==> src/rtl/fetch_queue.sv <==
// Instruction-fetch front end: sequential word fetch, 1-cycle imem, {pc,data} FIFO to decode.
// Optional FETCH_QUEUE_STATS_EN adds saturating starve/redirect counters.
module fetch_queue #(
    parameter int          DEPTH    = 4,
    parameter logic [31:0] RESET_PC = 32'h0000_0000
) (
    input  logic        clk,
    input  logic        rst_n,
    input  logic        redirect_valid,
    input  logic [31:0] redirect_pc,
    output logic        imem_req,
    output logic [31:0] imem_addr,
    input  logic [31:0] imem_rdata,
    output logic        inst_valid,
    output logic [31:0] inst_data,
    output logic [31:0] inst_pc,
    input  logic        inst_ready
`ifdef FETCH_QUEUE_STATS_EN
    ,
    output logic [31:0] stat_starve,
    output logic [31:0] stat_redirects
`endif
);

    localparam int          AW      = (DEPTH > 1) ? $clog2(DEPTH) : 1;
    localparam logic [AW:0] C_DEPTH = (AW + 1)'(DEPTH);

    logic [31:0]   r_fetch_pc;
    logic          r_inflight;
    logic [31:0]   r_inflight_pc;
    logic [AW-1:0] r_rd_ptr;
    logic [AW-1:0] r_wr_ptr;
    logic [AW:0]   r_count;
    logic [31:0]   r_mem_pc   [DEPTH];
    logic [31:0]   r_mem_data [DEPTH];

    logic          w_pop_raw;
    logic          w_pop;
    logic          w_push;
    logic [AW:0]   w_occ;

    assign inst_valid = (r_count != '0);
    assign inst_data  = inst_valid ? r_mem_data[r_rd_ptr] : 32'h0;
    assign inst_pc    = inst_valid ? r_mem_pc[r_rd_ptr]   : 32'h0;

    assign w_pop_raw = inst_valid && inst_ready;
    assign w_pop     = w_pop_raw && !redirect_valid;
    assign w_push    = r_inflight && !redirect_valid;

    // Credit: buffered + in-flight entries must leave room for the new response.
    assign w_occ     = r_count + (AW + 1)'(r_inflight) - (AW + 1)'(w_pop_raw);
    assign imem_req  = rst_n && !redirect_valid && (w_occ < C_DEPTH);
    assign imem_addr = rst_n ? r_fetch_pc : 32'h0;

    always_ff @(posedge clk or negedge rst_n) begin
        if (!rst_n) begin
            r_fetch_pc    <= RESET_PC;
            r_inflight    <= 1'b0;
            r_inflight_pc <= 32'h0;
        end else if (redirect_valid) begin
            r_fetch_pc    <= {redirect_pc[31:2], 2'b00};
            r_inflight    <= 1'b0;
        end else if (imem_req) begin
            r_fetch_pc    <= r_fetch_pc + 32'd4;
            r_inflight    <= 1'b1;
            r_inflight_pc <= r_fetch_pc;
        end else begin
            r_inflight    <= 1'b0;
        end
    end

    always_ff @(posedge clk or negedge rst_n) begin
        if (!rst_n) begin
            r_rd_ptr <= '0;
            r_wr_ptr <= '0;
            r_count  <= '0;
        end else if (redirect_valid) begin
            r_rd_ptr <= '0;
            r_wr_ptr <= '0;
            r_count  <= '0;
        end else begin
            if (w_push) r_wr_ptr <= r_wr_ptr + 1'b1;
            if (w_pop)  r_rd_ptr <= r_rd_ptr + 1'b1;
            case ({w_push, w_pop})
                2'b10:   r_count <= r_count + 1'b1;
                2'b01:   r_count <= r_count - 1'b1;
                default: r_count <= r_count;
            endcase
        end
    end

    // Storage needs no reset; r_count gates visibility of stale entries.
    always_ff @(posedge clk) begin
        if (w_push) begin
            r_mem_pc[r_wr_ptr]   <= r_inflight_pc;
            r_mem_data[r_wr_ptr] <= imem_rdata;
        end
    end

`ifdef FETCH_QUEUE_STATS_EN
    always_ff @(posedge clk or negedge rst_n) begin
        if (!rst_n) begin
            stat_starve    <= 32'h0;
            stat_redirects <= 32'h0;
        end else begin
            if (inst_ready && !inst_valid && (stat_starve != 32'hFFFF_FFFF))
                stat_starve <= stat_starve + 32'd1;
            if (redirect_valid && (stat_redirects != 32'hFFFF_FFFF))
                stat_redirects <= stat_redirects + 32'd1;
        end
    end
`endif

endmodule

==> config.mk <==
export PLATFORM = sky130hd
export DESIGN_NAME = fetch_queue
export DESIGN_NICKNAME = d
export VERILOG_FILES = /design/src/rtl/fetch_queue.sv
export SDC_FILE = /design/constraint.sdc
export NUM_CORES = 1
export LEC_CHECK = 0
export ABC_AREA = 1
export BUFFER_PORTS_ARGS = -buffer_cell sky130_fd_sc_hd__buf_2
export CAP_MARGIN = 25
export CORE_ASPECT_RATIO = 1.2
export CORE_MARGIN = 3
export CORE_UTILIZATION = 63
export CTS_CLUSTER_DIAMETER = 80
export CTS_CLUSTER_SIZE = 16
export DETAILED_ROUTE_END_ITERATION = 12
export GPL_TIMING_DRIVEN = 0
export HOLD_SLACK_MARGIN = 0.1
export PLACE_DENSITY = 0.85
export REMOVE_ABC_BUFFERS = 1
export SLEW_MARGIN = 20
export SYNTH_ARGS = -nofsm -noshare
export SYNTH_HDL_FRONTEND = slang
export SYNTH_SLANG_ARGS = --single-unit
==> constraint.sdc <==
create_clock -name clk -period 10.53 [get_ports clk]
set_input_delay 1.053 -clock clk [delete_from_list [all_inputs] [get_ports clk]]
set_output_delay 1.053 -clock clk [all_outputs]
set_load 0.02 [all_outputs]
==> run summary, run 1 <==
• **Clock transition at path regs** 0.07 ns
• **clock network latency to the later pin of the worst-skew pair** 0.52 ns
• **Slew Limit Fails** 0
• **number of cells in the finished layout apart from fillers** 1790
• **via count** 10031
• **clk sinks** 316
• **number of placement rows** 58
• **Worst Max-Slew Pin Slew** 0.854 ns
• **number of cells produced by synthesis** 1371
• **number of synthesized register bits** 316
• **buffer levels on the longest clock path** 3
• **number of maximum-capacitance constraint violations** 0
• **worst stage delay on the critical path** 0.97 ns
• **end-of-flow core utilization** 74.1%
• **number of enable-type register cells in the synthesized netlist** 248
• **setup slack at placement** 6.43 ns
• **number of buffers and inverters on the critical path** 3
• **cells along the critical path** buf_16, clkinv_4, o21ai_0, a21oi_1, buf_2
• **vias in the first global route** 9996
• **detailed placer's ending HPWL** 19.4 mm
• **cell chosen for the clock root** sky130_fd_sc_hd__clkbuf_16
• **effective utilization at floorplan** 65.0%
• **P per Cell Area** 232 nW/um^2
• **startpoint types** flop
• **Die X-Extent** 141 um
• **synthesis warning total** 0
• **ratio of cells with drive above 1 in the final layout** 16.7%
• **worst setup slack after layout** 6.14 ns
• **total standard cell area after synthesis** 13900 um^2
• **setup repair after global routing missed its margin** no
• **First-pass DRT Iterations** 5
• **IO Count** 166
• **RePlAce Congestion** 0.872
• **routed via count divided by cell count** 5.60
• **peak clock frequency supported by timing** 228 MHz
• **die outline height** 169 um
• **final critical-path required period** 4.39 ns
• **kind of cell adding the most delay to the critical path** buffers and inverters
• **arrival time of data at the critical path endpoint** 3.34 ns
• **antenna viol nets, final** 0
• **Worst VDD drop** 0.235 mV
• **mean area per synthesized cell** 10.1 um^2
• **number of I/O port buffers** 159
• **number of gates given a new drive strength after cts** 0
• **Async S/R FF share, synth** 21.5%
• **antenna violations before repair** 0
• **cell with the biggest individual delay on the critical path** sky130_fd_sc_hd__dfrtp_4
• **setup TNS after final layout** 0 ns
• **core area** 21300 um^2
• **Setup Viol. Count Final** 0
• **critical path class** flop to primary output
• **leakage power figure** 6.56 nW
• **H-tree depth** 1
• **Worst Hold Margin** 0.493 ns
• **average wire length per cell after detail routing** 17.2 um
• **leading register cell type out of synthesis** sky130_fd_sc_hd__edfxtp_1
• **ant diodes** 0
• **final-stage net count** 1580
• **CTS buffer count** 23
• **Setup crit end kind** primary output
• **CTS tree** done
• **final count of hold timing violations** 0
• **number of cells in the design after placement** 1749
• **quantity of hold-fixing buffers added after cts** 0
• **largest fanout on the critical path** 125
• **sequential area share after synthesis** 65.9%
• **Slew HR** 43.1%
• **critical path required time** 9.48 ns
• **wire length of the first global-routing pass** 49.4 mm
• **pin count of the biggest net entering global routing** 126
• **final period utilization** 41.7%
• **number of different library cells in the post-synthesis netlist** 31
• **Iteration-0 DRC Markers** 938
• **Die Outline Area** 23900 um^2
• **aggregate global-route resource usage** 25.8%
• **Post-route DRC** 0
• **final clock skew** 0.0155 ns
• **total grt overflow** 0
• **Area Overhead vs Synth** 13.9%
• **status** finished, final reports clean
• **wire length reported by the detailed router** 30.8 mm
• **classification of the worst-slack hold path** primary input to async pin
• **post-CTS repair timing setup buffer count** 0
-- state kept, by name, indices dropped and copies added (netlist names) --
signal         cells
r_mem_pc         120
r_fetch_pc        30
r_inflight         1
r_rd_ptr           2
r_count            3
r_mem_data       128
r_inflight_pc     30
r_wr_ptr           2
-- power breakdown --
| group | switching, mW | total [mW] | internal, mW |
|---|---|---|---|
| combinational | 0.780 | 1.13 | 0.347 |
| clock | 0.389 | 0.825 | 0.436 |
| sequential | 0.170 | 1.71 | 1.54 |
| total | 1.34 | 3.66 | 2.32 |
-- cells in the final DEF, fill, tap and decap left out, drive strengths merged --
cell type and n:
dfrtp 68, clkinv 1, a21oi 64, bufinv 1, nand2 260, fa 1
clkbuf 40, xnor2 2, buf 177, nand3 73, nor2 308, or2 1
edfxtp 248, nand4 1, conb 4, xor2 1, inv 99, ha 7
nand3b 1, o21ai 163
-- per-layer routing --
layer / vias to the layer above / wire length (um) / global-route usage, %
li1: 4808 / - / -
met1: 4773 / 12200 / 33.9
met4: 0 / 886 / 10.4
met2: 386 / 15600 / 44.2
met5: - / 0 / 0
met3: 64 / 2150 / 2.88
-- per-stage QoR --
stage	total power [mW]	area, um^2
floorplan	2.41	13500
global placement	2.80	14600
detailed placement	2.86	15100
CTS	3.68	15800
global route	3.86	15800
finish	3.66	15800
-- kinds of logic after synthesis --
| family | share of synthesized area, % |
|---|---|
| AOI/OAI and AO/OA | 8.73 |
| other | 0.0270 |
| adders and majority gates | 0.775 |
| and+or+nand+nor | 18.7 |
| xor gates and xnor gates | 0.189 |
| buffers and inverters | 5.63 |
| DFF | 65.9 |
-- layout make-up --
class | instances | area (um^2)
Tap cell | 270 | 338
Clock buffer | 40 | 639
Fill cell | 1449 | 5530
Inverter | 100 | 385
Multi-Input combinational cell | 886 | 4000
Clock inverter | 1 | 30.0
Timing Repair Buffer | 177 | 1260
Sequential cell | 316 | 9160
-- Yosys cell counts, drive strengths merged (2+ instances only) --
| cell type | count | area share [%] |
|---|---|---|
| clkbuf | 31 | 0.87 |
| edfxtp | 248 | 54 |
| inv | 99 | 2.7 |
| xnor2 | 2 | 0.13 |
| buf | 41 | 2.0 |
| dfrtp | 68 | 12 |
| nand2 | 260 | 7.1 |
| a21oi | 64 | 2.3 |
| nand3 | 73 | 2.8 |
| ha | 7 | 0.63 |
| o21ai | 163 | 6.4 |
| nor2 | 308 | 8.6 |
-- worst paths after layout --
path                             startpoint                end  slack (ns)  depth (start not counted)
hold / removal                        rst_n     r_fetch_pc[30]        0.49                          1
setup / recovery                r_rd_ptr[0]        inst_pc[14]        6.14                          5
hold reg to reg            r_inflight_pc[7]     r_mem_pc[3][7]        0.52                          0
max in group asynchronous             rst_n  r_inflight_pc[25]        9.38                          2
min in group clk           r_inflight_pc[7]     r_mem_pc[3][7]        0.52                          0
setup reg to reg                 r_count[2]     r_fetch_pc[12]        7.44                         16
-- worst reg2reg max path, cell delays in order (launching register included) --
cell and delay, ns:
sky130_fd_sc_hd__dfrtp_1 0.43, sky130_fd_sc_hd__nor2_1 0.15, sky130_fd_sc_hd__nand2_1 0.15, sky130_fd_sc_hd__nand2_2 0.17
sky130_fd_sc_hd__inv_1 0.08, sky130_fd_sc_hd__ha_1 0.18, sky130_fd_sc_hd__inv_1 0.05, sky130_fd_sc_hd__ha_1 0.21
sky130_fd_sc_hd__nand3_1 0.10, sky130_fd_sc_hd__nand2_1 0.07, sky130_fd_sc_hd__nand2_2 0.09, sky130_fd_sc_hd__nand3_4 0.40
sky130_fd_sc_hd__buf_12 0.36, sky130_fd_sc_hd__nand2_1 0.08, sky130_fd_sc_hd__inv_1 0.21, sky130_fd_sc_hd__nand2_1 0.15
sky130_fd_sc_hd__nand3_1 0.08
No activity file was read; power rests on OpenSTA's default activity.
==> inputs of run 2 (changes only) <==
Settings changed: CORE_UTILIZATION 63 to 58, PLACE_DENSITY 0.85 to 0.79.
Clock period 10.53 ns to 4.1 ns, I/O delays scaled along.
==> run 2 against run 1 <==
  * Final cell count increased by 2.8%
  * Sequential power increased to 2.6 times the previous value
  * Sequential share of layout area decreased by 0.27 points
  * Non-clock buffer count increased by 5
  * Wire length decreased by 1.2%
  * Hold slack got worse by 0.38 ns
  * Flip-flop and latch count unchanged
  * First-iteration DRC count decreased by 12%
  * Critical path depth increased by 8
  * Largest cell class unchanged
==> run summary, run 2 (synthesis gave the netlist of run 1 again) <==
• **status** finished, final reports clean
• **number of maximum-capacitance constraint violations** 0, unchanged
• **number of I/O port buffers** 159, unchanged
• **end-of-flow core utilization** 68.0%, -6.1 points
• **largest registers** r_mem_data (128), r_mem_pc (120)
• **leakage power figure** 6.57 nW, +0.14%
• **worst stage delay on the critical path** 0.65 ns, -0.32 ns
• **aggregate global-route resource usage** 23.2%, -2.6 points
• **final clock skew** 0.00906 ns, -0.00647 ns
• **critical path class** flop to primary output
• **Die Outline Area** 25800 um^2, +8.3%
• **arrival time of data at the critical path endpoint** 3.34 ns, about the same
• **H-tree depth** 1, unchanged
• **Filler Cells Inserted** 1772, +22%
• **final std cell area, no fill** 15900 um^2, +0.47%
• **layer with the highest usage** met2
• **Worst Max-Slew Pin Slew** 0.880 ns, +0.0260 ns
• **Clock transition at path regs** 0.07 ns, about the same
• **buffer levels on the longest clock path** 3, unchanged
• **met1 demand-to-capacity share in global routing** 30.1%, -3.8 points
• **final-stage net count** 1585, +0.32%
• **Slew Limit Fails** 0, unchanged
• **Slew HR** 41.4%, -1.7 points
• **cell with the biggest individual delay on the critical path** sky130_fd_sc_hd__nor2_4
• **pin count of the biggest net entering global routing** 126, unchanged
• **effective utilization at floorplan** 59.4%, -5.6 points
• **cells along the critical path** nor2_1, nand2_1, nand2_2, inv_1, ha_1, inv_1, ha_1, nand3_1, nand2_1, nand2_2, nand2_2, nor2_4, buf_2
• **routed via count divided by cell count** 5.38, -4.0%
• **detailed placer's ending HPWL** 18.9 mm, -2.3%
• **leading cell types in the layout, fill and taps excluded** sky130_fd_sc_hd__nor2_1, sky130_fd_sc_hd__nand2_1, sky130_fd_sc_hd__edfxtp_1, sky130_fd_sc_hd__buf_2, sky130_fd_sc_hd__o21ai_0
• **setup repair after global routing missed its margin** no
• **largest fanout on the critical path** 34, -73%
• **CTS tree** done
• **setup TNS after final layout** 0 ns, unchanged
• **ant diodes** 0, unchanged
• **Die X-Extent** 147 um, +4.0%
• **overall power consumption** 9.41 mW, +160%
• **P per Cell Area** 593 nW/um^2, +160%
• **CTS buffer count** 23, unchanged
• **Worst Hold Margin** 0.117 ns, -0.376 ns
• **core area** 23400 um^2, +9.5%
• **placed inst area** 15100 um^2, about the same
• **clock network latency to the later pin of the worst-skew pair** 0.51 ns, about the same
• **RePlAce Congestion** 0.856, -1.9%
• **IO Count** 166, unchanged
• **number of cells in the design after placement** 1793, +2.5%
• **via count** 9903, -1.3%
• **Area Overhead vs Synth** 14.4%
• **met3 capacity usage during global routing** 2.81%, -0.069 points
• **cell chosen for the clock root** sky130_fd_sc_hd__clkbuf_16
• **worst setup slack after layout** 0.347 ns, -5.79 ns
• **final critical-path required period** 3.75 ns
• **total grt overflow** 0, unchanged
• **multi-input gate area in the final layout** 4000 um^2, unchanged
• **Worst R2R Path Depth** 16, unchanged
• **depth of the critical timing path with buffers and inverters included** 13, +8
• **average wire length per cell after detail routing** 16.5 um, -3.9%
• **FF+latch area** 9160 um^2, unchanged
• **First-pass DRT Iterations** 6, +1
• **wire length reported by the detailed router** 30.4 mm, -1.2%
• **hold depth** 1
• **antenna viol nets, final** 0, unchanged
• **Setup Viol. Count Final** 0, unchanged
• **wire length of the first global-routing pass** 48.1 mm, -2.6%
• **global-route met2 utilization** 41.1%, -3.1 points
• **setup slack at placement** 0.995 ns, -5.43 ns
• **startpoint types** flop
• **critical path required time** 3.69 ns, -5.79 ns
• **startpoint of the worst-slack reg-to-reg timing path** r_count[1]
• **Setup crit end kind** primary output
• **Worst VDD drop** 0.570 mV, +140%
• **final count of hold timing violations** 0, unchanged
• **peak clock frequency supported by timing** 266 MHz
• **kind of cell adding the most delay to the critical path** simple AND/OR/NAND/NOR gates
• **final period utilization** 91.5%
• **post-CTS repair timing setup buffer count** 0, unchanged
• **classification of the worst-slack hold path** primary input to flop
• **ratio of cells with drive above 1 in the final layout** 16.6%, -0.12 points
• **Post-route DRC** 0, unchanged
• **vias in the first global route** 9397, -6.0%
• **worst min-delay path startpoint** imem_rdata[28]
• **Iteration-0 DRC Markers** 827, -12%
• **leading cell type in the layout, fill and taps excluded** sky130_fd_sc_hd__nor2_1
• **max FFs per register** 128, unchanged
• **clk sinks** 316, unchanged
• **number of buffers and inverters on the critical path** 3, unchanged
• **die outline height** 175 um, +4.1%
• **most flop-heavy register** r_mem_data
• **number of placement rows** 61, +5.2%
• **antenna violations before repair** 0, unchanged
• **number of cells in the finished layout apart from fillers** 1840, +2.8%
• **worst setup path start** r_count[1]
• **critical path's most frequent cell** sky130_fd_sc_hd__nand2_2
[run 2: changes by cell type in the layout (fill, tap and decap cells not counted), sizes merged]
cell | previous run | this run
dlygate4sd3 | 0 | 6
buf | 177 | 176
[run 2: repair_timing]
| action | CTS | global route |
|---|---|---|
| hold buffers | 5 | 1 |
| endpoints found under the hold margin | 38 | 4 |
| resized for setup | 0 | 0 |
[run 2: routing by layer]
layer	share of wire [%]	up-vias
li1	-	4824
met1	41	4690
met5	0	-
met2	51	332
met4	2.6	0
met3	6.3	57
[run 2: final timing paths]
kind / endpoint / slack (ns)
min: r_mem_data[0][28] / 0.12
max in group asynchronous: r_rd_ptr[1] / 3.06
max: imem_req / 0.35
min in group asynchronous: r_inflight_pc[30] / 0.37
max reg2reg: r_fetch_pc[4] / 0.94
min reg2reg: r_mem_pc[1][27] / 0.52
[run 2: where the power goes]
part           switching (mW)  total (mW)  internal, mW
Combinational            2.01        2.92         0.906
Clock                   0.996        2.12          1.12
Sequential              0.425        4.38          3.95
Total                    3.43        9.41          5.98
[run 2: cell type report]
cell class	instances	share of cell area [%]
Sequential cell	316	57.7
Timing Repair Buffer	182	8.02
Multi-Input combinational cell	886	25.2
Clock buffer	40	4.03
Clock inverter	1	0.189
Inverter	100	2.43
Tap cell	315	2.48
==> inputs of run 3 (changes only) <==
Settings changed: CAP_MARGIN 25 to 20, CORE_ASPECT_RATIO 1.2 to unset.
==> run 3 against run 2 <==
  * Critical path depth shrank 7
  * Wire length grew 1.9%
  * Final cell count is the same
  * First-iteration DRC count grew 8.3%
  * Die area is essentially flat
  * Hold slack lost 0.0021 ns
  * Clock skew grew 0.0022 ns
  * Critical path type unchanged
  * Largest power group unchanged
==> run summary, run 3 (synthesis gave the netlist of run 1 again) <==
• **status** finished, final reports clean
• **Slew HR** 43.4%, +2.1 points
• **startpoint types** flop
• **number of I/O port buffers** 159, unchanged
• **worst setup path start** r_rd_ptr[0]
• **IO Count** 166, unchanged
• **final period utilization** 88.9%, -2.6 points
• **CTS buffer count** 23, unchanged
• **antenna violations before repair** 0, unchanged
• **share of power burned in combinational logic** 31.5%, +0.5 points
• **Clock transition at path regs** 0.07 ns, about the same
• **most flop-heavy register** r_mem_data
• **largest registers** r_mem_data (128), r_mem_pc (120)
• **antenna viol nets, final** 0, unchanged
• **Die X-Extent** 161 um, +9.2%
• **Setup crit end kind** primary output
• **Worst VDD drop** 0.493 mV, -13%
• **met1 demand-to-capacity share in global routing** 31.4%, +1.3 points
• **worst setup slack after layout** 0.455 ns, +0.108 ns
• **Die Outline Area** 25800 um^2, about the same
• **layer with the highest usage** met2
• **effective utilization at floorplan** 60.2%, +0.78 points
• **Setup Viol. Count Final** 0, unchanged
• **CTS tree** done
• **ant diodes** 0, unchanged
• **peak clock frequency supported by timing** 274 MHz, +3.0%
• **leading cell types in the layout, fill and taps excluded** sky130_fd_sc_hd__nor2_1, sky130_fd_sc_hd__nand2_1, sky130_fd_sc_hd__edfxtp_1, sky130_fd_sc_hd__buf_2, sky130_fd_sc_hd__o21ai_0
• **detailed placer's ending HPWL** 19.4 mm, +2.4%
• **final-stage net count** 1587, +0.13%
• **classification of the worst-slack hold path** primary input to flop
• **net switching power figure** 3.43 mW, about the same
• **cell chosen for the clock root** sky130_fd_sc_hd__clkbuf_16
• **switching portion of total power** 36.5%, about the same
• **largest fanout on the critical path** 125, +270%
• **core area** 23100 um^2, -1.3%
• **buffer levels on the longest clock path** 3, unchanged
• **max FFs per register** 128, unchanged
• **end-of-flow core utilization** 68.9%, +0.93 points
• **setup slack at placement** 1.01 ns, +0.0110 ns
• **leading cell type in the layout, fill and taps excluded** sky130_fd_sc_hd__nor2_1
• **Sequential Power Share** 46.1%, -0.4 points
• **Post-route DRC** 0, unchanged
• **vias in the first global route** 9675, +3.0%
• **worst stage delay on the critical path** 0.65 ns, about the same
• **number of maximum-capacitance constraint violations** 0, unchanged
• **met3 capacity usage during global routing** 2.94%, +0.13 points
• **quantity of hold-fixing buffers added after cts** 6, +1
• **RePlAce Congestion** 0.890, +4.0%
• **pin count of the biggest net entering global routing** 126, unchanged
• **startpoint of the worst-slack reg-to-reg timing path** r_count[2]
• **clk sinks** 316, unchanged
• **Iteration-0 DRC Markers** 896, +8.3%
• **H-tree depth** 1, unchanged
• **number of gates given a new drive strength after cts** 0, unchanged
• **critical path class** flop to primary output
• **number of placement rows** 55, -9.8%
• **ratio of cells with drive above 1 in the final layout** 16.6%, -0.022 points
• **aggregate global-route resource usage** 23.9%, +0.76 points
• **average wire length per cell after detail routing** 16.8 um, +1.9%
• **Area Overhead vs Synth** 14.5%, about the same
• **final count of hold timing violations** 0, unchanged
• **setup repair after global routing missed its margin** no
• **worst min-delay path startpoint** imem_rdata[21]
• **clock network latency to the later pin of the worst-skew pair** 0.51 ns, about the same
• **Clock power frac** 22.5%, about the same
• **internal power** 5.98 mW, about the same
• **global-route met2 utilization** 42.0%, +0.94 points
• **critical path required time** 3.69 ns, about the same
• **number of cells in the finished layout apart from fillers** 1840, unchanged
• **total grt overflow** 0, unchanged
• **cells along the critical path** buf_16, buf_12, clkinv_4, o21ai_0, a21oi_1, buf_2
• **number of cells in the design after placement** 1791, -0.11%
• **wire length reported by the detailed router** 31.0 mm, +1.9%
• **final critical-path required period** 3.65 ns, -0.108 ns
• **routed via count divided by cell count** 5.40, +0.24%
• **via count** 9927, +0.24%
• **post-CTS repair timing setup buffer count** 0, unchanged
• **final clock skew** 0.0112 ns, +0.00218 ns
• **leakage power figure** 6.57 nW, about the same
• **cell with the biggest individual delay on the critical path** sky130_fd_sc_hd__clkinv_4
• **overall power consumption** 9.41 mW, about the same
• **die outline height** 161 um, -8.4%
• **P per Cell Area** 592 nW/um^2, about the same
• **First-pass DRT Iterations** 5, -1
• **Slew Limit Fails** 0, unchanged
• **wire length of the first global-routing pass** 49.3 mm, +2.5%
• **arrival time of data at the critical path endpoint** 3.24 ns, -0.10 ns
• **Worst Max-Slew Pin Slew** 0.848 ns, -0.0312 ns
==> run 3: critical path: cells and delay by family (launching register included) <==
kind                   cells  cell delay [ns]
DFF                        1             0.57
AOI/OAI and AO/OA          2             0.58
buffers and inverters      4             1.44
==> run 3: final timing paths <==
check | to | depth (start not counted) | slack, ns
max | inst_pc[7] | 6 | 0.45
max in group asynchronous | r_inflight_pc[25] | 3 | 3.07
max reg2reg | r_fetch_pc[11] | 15 | 1.07
min | r_mem_data[1][21] | 1 | 0.11
min reg2reg | r_mem_pc[1][20] | 0 | 0.52
min in group asynchronous | r_fetch_pc[2] | 2 | 0.42
==> run 3: per-stage QoR <==
| step | TNS, ns | hold WS [ns] | instance area [um^2] |
|---|---|---|---|
| final | 0 | 0.115 | 15900 |
| after global routing | 0 | 0.102 | 15900 |
| after CTS | 0 | 0.100 | 15900 |
| after detailed placement | 0 | 0.421 | 15100 |
| after global placement | -783.77 | 0.492 | 14700 |
| after floorplan | -41.22 | 0.114 | 13500 |
==> run 3: area by class of cell <==
| class | count | area (um^2) |
|---|---|---|
| clock buffers | 40 | 639 |
| clock inverters | 1 | 30.0 |
| fillers | 1706 | 7170 |
| inverters | 100 | 385 |
| multi-input cells | 886 | 4000 |
| flip-flops and latches | 316 | 9160 |
| well taps | 313 | 392 |
| repair buffers | 184 | 1290 |
==> run 3: layer usage <==
metal,up-vias,share of wire [%]
met5,-,0
met2,368,50
met3,45,6.3
met1,4690,41
li1,4824,-
met4,0,2.6
==> run 3: power groups by stage <==
| stage | Clock (mW) | Sequential (mW) | Combinational [mW] |
|---|---|---|---|
| after detailed placement | 0 | 4.40 | 2.96 |
| after global routing | 2.29 | 4.39 | 3.28 |
| after global placement | 0 | 4.50 | 2.72 |
| after CTS | 2.15 | 4.33 | 2.98 |
| final | 2.11 | 4.34 | 2.96 |
| after floorplan | 0 | 4.34 | 1.86 |
